## src/rtl/otbn_pq_pkg.sv

```systemverilog
// Shared constants and types for the Keccak theta front end.
package otbn_pq_pkg;

  localparam int PQLEN       = 32;
  localparam int KeccakLaneW = 2 * PQLEN;
  localparam int KeccakDim   = 5;

  localparam logic [2:0] KeccakLastIdx = 3'(KeccakDim - 1);

  typedef enum logic [1:0] {
    ThetaAccum = 2'd0,
    ThetaCalc  = 2'd1,
    ThetaDrain = 2'd2
  } keccak_theta_state_e;

endpackage

```

## src/rtl/keccak_theta_d_calc.sv

```systemverilog
// Theta D lanes from column parities: D[x] = C[x-1] ^ rotl1(C[x+1]).
module keccak_theta_d_calc
  import otbn_pq_pkg::*;
#(
  parameter int LaneW = KeccakLaneW
) (
  input  logic [KeccakDim-1:0][LaneW-1:0] c_i,
  output logic [KeccakDim-1:0][LaneW-1:0] d_o
);

  for (genvar x = 0; x < KeccakDim; x++) begin : g_col
    localparam int Xm = (x + KeccakDim - 1) % KeccakDim;
    localparam int Xp = (x + 1) % KeccakDim;
    assign d_o[x] = c_i[Xm] ^ {c_i[Xp][LaneW-2:0], c_i[Xp][LaneW-1]};
  end

endmodule

```

## src/rtl/keccak_theta_unit.sv

```systemverilog
// Accumulates the 5 column parities of a streamed Keccak state, then drains
// the theta D lanes one per handshake to the downstream lane unit.
module keccak_theta_unit
  import otbn_pq_pkg::*;
#(
  parameter int LaneW = KeccakLaneW
) (
  input  logic             clk_i,
  input  logic             rst_i,
  input  logic             clear_i,
  input  logic             lane_valid_i,
  output logic             lane_ready_o,
  input  logic [LaneW-1:0] lane_i,
  output logic             d_valid_o,
  input  logic             d_ready_i,
  output logic [LaneW-1:0] d_o,
  output logic [2:0]       d_x_o,
  output logic             d_last_o,
  output logic             busy_o
);

  keccak_theta_state_e state_q, state_d;

  logic [2:0] x_cnt, y_cnt, out_x;
  logic [KeccakDim-1:0][LaneW-1:0] c_q, d_q, d_calc;
  logic lane_hs, d_hs;

  // Handshakes coinciding with clear are dropped.
  assign lane_hs = lane_valid_i & lane_ready_o & ~clear_i;
  assign d_hs    = d_valid_o & d_ready_i & ~clear_i;

  keccak_theta_d_calc #(.LaneW(LaneW)) u_d_calc (
    .c_i (c_q),
    .d_o (d_calc)
  );

  always_ff @(posedge clk_i or posedge rst_i) begin
    if (rst_i) state_q <= ThetaAccum;
    else       state_q <= state_d;
  end

  always_comb begin
    state_d = state_q;
    unique case (state_q)
      ThetaAccum: if (lane_hs && x_cnt == KeccakLastIdx && y_cnt == KeccakLastIdx)
                    state_d = ThetaCalc;
      ThetaCalc:  state_d = ThetaDrain;
      ThetaDrain: if (d_hs && out_x == KeccakLastIdx) state_d = ThetaAccum;
      default:    state_d = ThetaAccum;
    endcase
    if (clear_i) state_d = ThetaAccum;
  end

  always_comb begin
    lane_ready_o = (state_q == ThetaAccum);
    d_valid_o    = (state_q == ThetaDrain);
    d_o          = d_q[out_x];
    d_x_o        = out_x;
    d_last_o     = (out_x == KeccakLastIdx);
    busy_o       = (state_q != ThetaAccum) | (x_cnt != 3'd0) | (y_cnt != 3'd0);
  end

  always_ff @(posedge clk_i or posedge rst_i) begin
    if (rst_i) begin
      x_cnt <= 3'd0;
      y_cnt <= 3'd0;
      out_x <= 3'd0;
      c_q   <= '0;
      d_q   <= '0;
    end else if (clear_i) begin
      x_cnt <= 3'd0;
      y_cnt <= 3'd0;
      out_x <= 3'd0;
    end else begin
      if (lane_hs) begin
        // Row 0 loads the parity, so no separate clear of C is needed.
        c_q[x_cnt] <= (y_cnt == 3'd0) ? lane_i : (c_q[x_cnt] ^ lane_i);
        if (x_cnt == KeccakLastIdx) begin
          x_cnt <= 3'd0;
          y_cnt <= (y_cnt == KeccakLastIdx) ? 3'd0 : y_cnt + 3'd1;
        end else begin
          x_cnt <= x_cnt + 3'd1;
        end
      end
      if (state_q == ThetaCalc) d_q <= d_calc;
      if (d_hs) out_x <= (out_x == KeccakLastIdx) ? 3'd0 : out_x + 3'd1;
    end
  end

endmodule
```

## config.mk

```make
export PLATFORM = sky130hd
export DESIGN_NAME = keccak_theta_unit
export DESIGN_NICKNAME = d
export VERILOG_FILES = /design/src/rtl/otbn_pq_pkg.sv /design/src/rtl/keccak_theta_d_calc.sv /design/src/rtl/keccak_theta_unit.sv
export SDC_FILE = /design/constraint.sdc
export NUM_CORES = 2
export LEC_CHECK = 0
export ABC_AREA = 1
export BUFFER_PORTS_ARGS = -buffer_cell sky130_fd_sc_hd__buf_2
export CORE_MARGIN = 2
export CORE_UTILIZATION = 50
export CTS_CLUSTER_DIAMETER = 50
export DETAILED_ROUTE_END_ITERATION = 12
export PLACE_DENSITY = 0.67
export SKIP_CTS_REPAIR_TIMING = 1
export SYNTH_ARGS = -nofsm -noshare
export SYNTH_HDL_FRONTEND = slang
export SYNTH_SLANG_ARGS = --single-unit
```

## constraint.sdc

```tcl
create_clock -name clk_i -period 38.1 [get_ports clk_i]
set_clock_uncertainty 0.2 [all_clocks]
set_input_delay 9.525 -clock clk_i [delete_from_list [all_inputs] [get_ports clk_i]]
set_output_delay 9.525 -clock clk_i [all_outputs]
set_load 0.02 [all_outputs]
```

## Yosys cells after proc, flatten, opt, wreduce, memory -nomap -nowiden

Cells that the tools add are included.

- Register bits: 651
- Input port bits: 69
- Output and inout bits: 71
- Logic and storage cells: 78

- Add/subtract/negate cells: 3
- $lt $le $gt $ge: 3
- Equality and inequality tests: 7
- Multiplexer cells: 22
- Bitwise operators: 13
- Reductions and logical operators: 16

Operators by type and width:

| cell | count |
|---|---|
| $bmux 64 s3 | 2 |
| $xor 64x64->64 | 6 |
| $bwmux 320 | 1 |
| $mux 64 | 4 |
| $demux 64 s3 | 1 |
| $mux 3 | 10 |
| $add 3x1->3 const B | 3 |
| $eq 3x3->1 const B | 3 |
| $lt 3x4->1 const B | 2 |
| $reduce_and 2->1 | 4 |
| $reduce_bool 2->1 | 4 |
| $mux 2 | 3 |
| $ne 3x2->1 const B | 2 |
| $pmux 2 s3 | 1 |
| $reduce_bool 3->1 | 2 |
| $and 1x1->1 | 4 |
| $logic_and 1x1->1 | 4 |
| $ge 3x1->1 const B | 1 |
| $logic_not 3->1 | 1 |
| $eq 2x1->1 const B | 1 |
| $eq 2x2->1 const B | 1 |
| $logic_not 2->1 | 1 |
| $or 1x1->1 | 2 |
| $not 1->1 | 1 |

## Depth between registers and ports, before layout

- Depth after elaboration: 8
- Gate-level depth with buffers: 13
- Gate-level depth less buffers: 11

## By module

A second synthesis with hierarchy kept.

- Cell total of the unflattened synthesis: 5423
- Area, all modules: 37393.4 µm²

Modules (own cells, without submodules):

| module | instances | cells an instance | area an instance (µm²) | seq. area each (µm²) |
|---|---|---|---|---|
| keccak_theta_unit | 1 | 4143 | 32588.8 | 16290.6 |
| keccak_theta_d_calc | 1 | 1280 | 4804.6 | 0.0 |

## Least setup slack after synthesis

Ideal clock, no wire load.

- Path kind: flip-flop to output port
- Start point: register out_x[1] (netlist: d_x_o[1])
- End point: output d_o[21]
- Arrival time: 1.812 ns
- Data required time: 28.375 ns
- Setup slack: 26.563 ns
- Stages on the path, launching flop included: 8
- Path buffers: 2
- Cell sequence: dfrtp_1 > inv_1 > clkbuf_1 > clkbuf_1 > a21oi_1 > o21ai_0 > nand2_1 > o21ai_0

- Word-level cells in the longest chain between the ends: 2

RTL lines:

| element | line | RTL |
|---|---|---|
| from (decl) | keccak_theta_unit.sv:24 | `logic [2:0] x_cnt, y_cnt, out_x;` |
| from (signal assigned) | keccak_theta_unit.sv:86 | `if (d_hs) out_x <= (out_x == KeccakLastIdx) ? 3'd0 : out_x + 3'd1;` |
| $bmux 64 s3 | keccak_theta_unit.sv:57 | `d_o = d_q[out_x];` |
| $mux 64 (not written as such) | keccak_theta_unit.sv:57 |  |
| to (decl) | keccak_theta_unit.sv:16 | `output logic [LaneW-1:0] d_o,` |

No other way between the ends. The select of a mux whose other input is x is not followed.

## Worst setup path after layout

- Start point: register out_x[2] (netlist: d_x_o[2])
- End point: output d_o[41]

The elaborated chain is that of the path after synthesis.

==> results by group <==
Finish
  – Fraction of layout cells with a size suffix above 1: roughly 8%
  – Synthesis-to-finish area growth: 10.5%
  – Area of the multi-input gates: roughly 0.016 sq mm
  – Fillers: around 6500
  – Final net count: a little under 5000
  – FF+latch area: roughly 0.016 sq mm
  – Ant diodes: 0

Yosys
  – Yosys warning count: 0
  – Largest cells by area after synthesis: dfrtp_1, nand2_1, o21ai_0, xnor2_1, inv_1
  – Synth area leader: dfrtp_1
  – Sequential share of the synthesized area: a little under half
  – EDFF count, synth: 0
  – Area share of the largest cell type after synthesis: between 40 and 50%
  – Post-synthesis cell area: 0.0349 sq mm
  – Predominant post-synthesis flop cell: dfrtp_1
  – Syn avg cell area: roughly 7.3 sq um
  – Yosys reg bits: between 600 and 700
  – Syn Inst Count: between 4000 and 5000
  – Count leader, synth: nand2_1
  – Leading cell types by count after synthesis: nand2_1, dfrtp_1, o21ai_0
  – Post-synth ARST share: between 90% and 100%
  – Syn_nets: slightly below 5000
  – Library cells used by synthesis: 28

Route
  – Initial DRC Count: about 3400
  – DR pass1 iterations: 7
  – Overall routed net length: approximately 110000 um
  – ANT nets after route: 0
  – Via density per instance: around 5.4
  – Detailed-route DRC error count: 0
  – Via count: 31306
  – Routed len/inst: slightly below 20 um

Clock tree
  – CTS buffer count: 78
  – Clock Sinks: 651
  – H-tree depth: 3
  – Clk_lat worst skew: approximately 0.63 ns
  – CTS Buffer Depth: 3
  – Root buffer cell: clkbuf_16
  – Worst-path clk slew: 0.06 ns
  – CTS tree: yes

Setup path
  – Critical Path Start: d_x_o[2]
  – Critical Path End Type: output pin
  – Reg-to-Reg End: c_q[91]
  – CP Max Fanout: 68
  – R2R Path Start: x_cnt[0]
  – Critical path launch point type: register
  – Reg2reg path depth: 6
  – R2R Setup Slk: between 30 and 40 ns
  – Critical Path AT: 3.84 ns
  – CP required: 28.38 ns
  – WS Path Type: register to output pin
  – Worst Setup EP: d_o[41]

GRT
  – Total track usage: 31.7%
  – Pin count of the biggest net entering global routing: 178
  – GRT Residual Overflow: 0
  – First-pass GRT wire length: ~180000 um
  – Number of global-route vias before repair: between 20000 and 30000
  – Initial antenna violation count: 0

Floorplan
  – Core area: 0.0688 sq mm
  – Cell row count: 96
  – Die H: 268 um
  – Chip Width: between 200 and 300 um
  – DIE AREA: between 0.07 and 0.08 sq mm
  – Initial Util: between 50% and 60%
  – Io pins: 140

Timing
  – Slew headroom: between 20 and 25%
  – Achievable frequency: 73.7 MHz
  – Final hold slack: 0.283 ns
  – Final setup violation count: 0
  – RSZ-0062 raised after global routing: no
  – Fin crit period: 13.56 ns
  – Fin. max-slew vios: 0
  – Worst Tran Pin Value: 1.18 ns
  – Final hold vios: 0
  – Setup_tns: 0 ns
  – Period utilization: 35.6%

Place
  – Gpl congestion: ~0.85
  – Post-DP HPWL: 63200 um
  – Port Buffers: ~140

Power and ir drop
  – Power per Cell Area: between 60 and 70 mW/mm^2
  – Leak: 20.1 nW
  – Worst VDD drop: about 35 uV

Outcome
  – Status: finished clean

Run
  – Max cap viols: 0

Worst hold path
  – Worst hold path type: register to register
==> how the worst min path moves through the flow <==
stage / from / to / slack, ns / cells past startpoint
CTS: d_q[125] / d_q[125] / 0.29 / 2
floorplan: d_q[109] / d_q[109] / 0.25 / 2
finish: d_q[264] / d_q[264] / 0.28 / 2
global placement: d_q[204] / d_q[204] / 0.26 / 2
detailed placement: d_q[125] / d_q[125] / 0.27 / 2
global route: d_q[126] / d_q[126] / 0.29 / 2
==> metrics by stage <==
stage / total power [mW] / setup WS, ns / cell area [sq um] / instances / util [%]
3_5_place_dp: 1.62 / 25.03 / 35900 / 5609 / 52.1
5_1_grt: 2.52 / 24.47 / 38500 / 5750 / 56.0
3_3_place_gp: 1.60 / 25.02 / 35900 / 5609 / 52.1
4_1_cts: 2.39 / 24.61 / 38500 / 5750 / 56.0
6_report: 2.39 / 24.54 / 38500 / 5750 / 56.0
2_1_floorplan: 1.44 / 10.13 / 34900 / 4773 / -
==> routing by layer <==
metal	wire length (um)	part of all wire (%)	GRT usage, %
met1	48900	44	45.6
met2	50000	45	48.7
met3	9540	8.5	4.49
met4	3720	3.3	11.8
met5	0	0	0
==> layout make-up <==
cell class	count	share of cell area [%]
Inverter	495	4.89
Timing Repair Buffer	177	2.61
Clock inverter	31	0.935
Clock buffer	110	5.93
Sequential cell	651	42.3
Tap cell	931	3.02
Multi-Input combinational cell	3355	40.3
==> report_power, final <==
group	internal (mW)	switching, mW
sequential	0.829	0.202
combinational	0.241	0.345
clock	0.461	0.309
total	1.53	0.856
==> sequential cells by signal, indices dropped and copies added, names as in the netlist <==
| register | count |
|---|---|
| d_x_o | 3 |
| d_q | 320 |
| x_cnt | 3 |
| state_q | 2 |
| y_cnt | 3 |
| c_q | 320 |
==> kinds of logic (layout without fill, tap and decap cells) <==
logic type | after synthesis | in the layout | share of synthesized area, %
xor gates and xnor gates | 243 | 243 | 6.10
adders and majority gates | 6 | 6 | 0.215
buffers and inverters | 767 | 813 | 8.96
DFF | 651 | 651 | 46.7
AOI/OAI and AO/OA | 692 | 692 | 9.95
and+or+nand+nor | 2414 | 2414 | 28.0
==> placed cells by master (no fill, tap or decap), types with 9 or more instances in the layout <==
cell type and instances:
clkbuf_1 14, nand2_1 1716, xnor2_1 210, buf_4 36, xor2_1 33, clkbuf_8 15, dfrtp_1 647, nor2_1 294
o21ai_0 514, clkinv_2 9, a21oi_1 111, buf_2 139, nand3_1 253, nand2_2 50, nand4_1 85, inv_1 481
o21ai_1 64, clkbuf_16 81
==> worst max-delay path, stage by stage (launching register included) <==
cell and delay, ns:
dfrtp_4 1.20, clkinv_2 0.69, buf_4 0.59, nand2_1 0.16, o21ai_0 0.24, buf_2 0.25
Power figures use the tool's default switching activity.
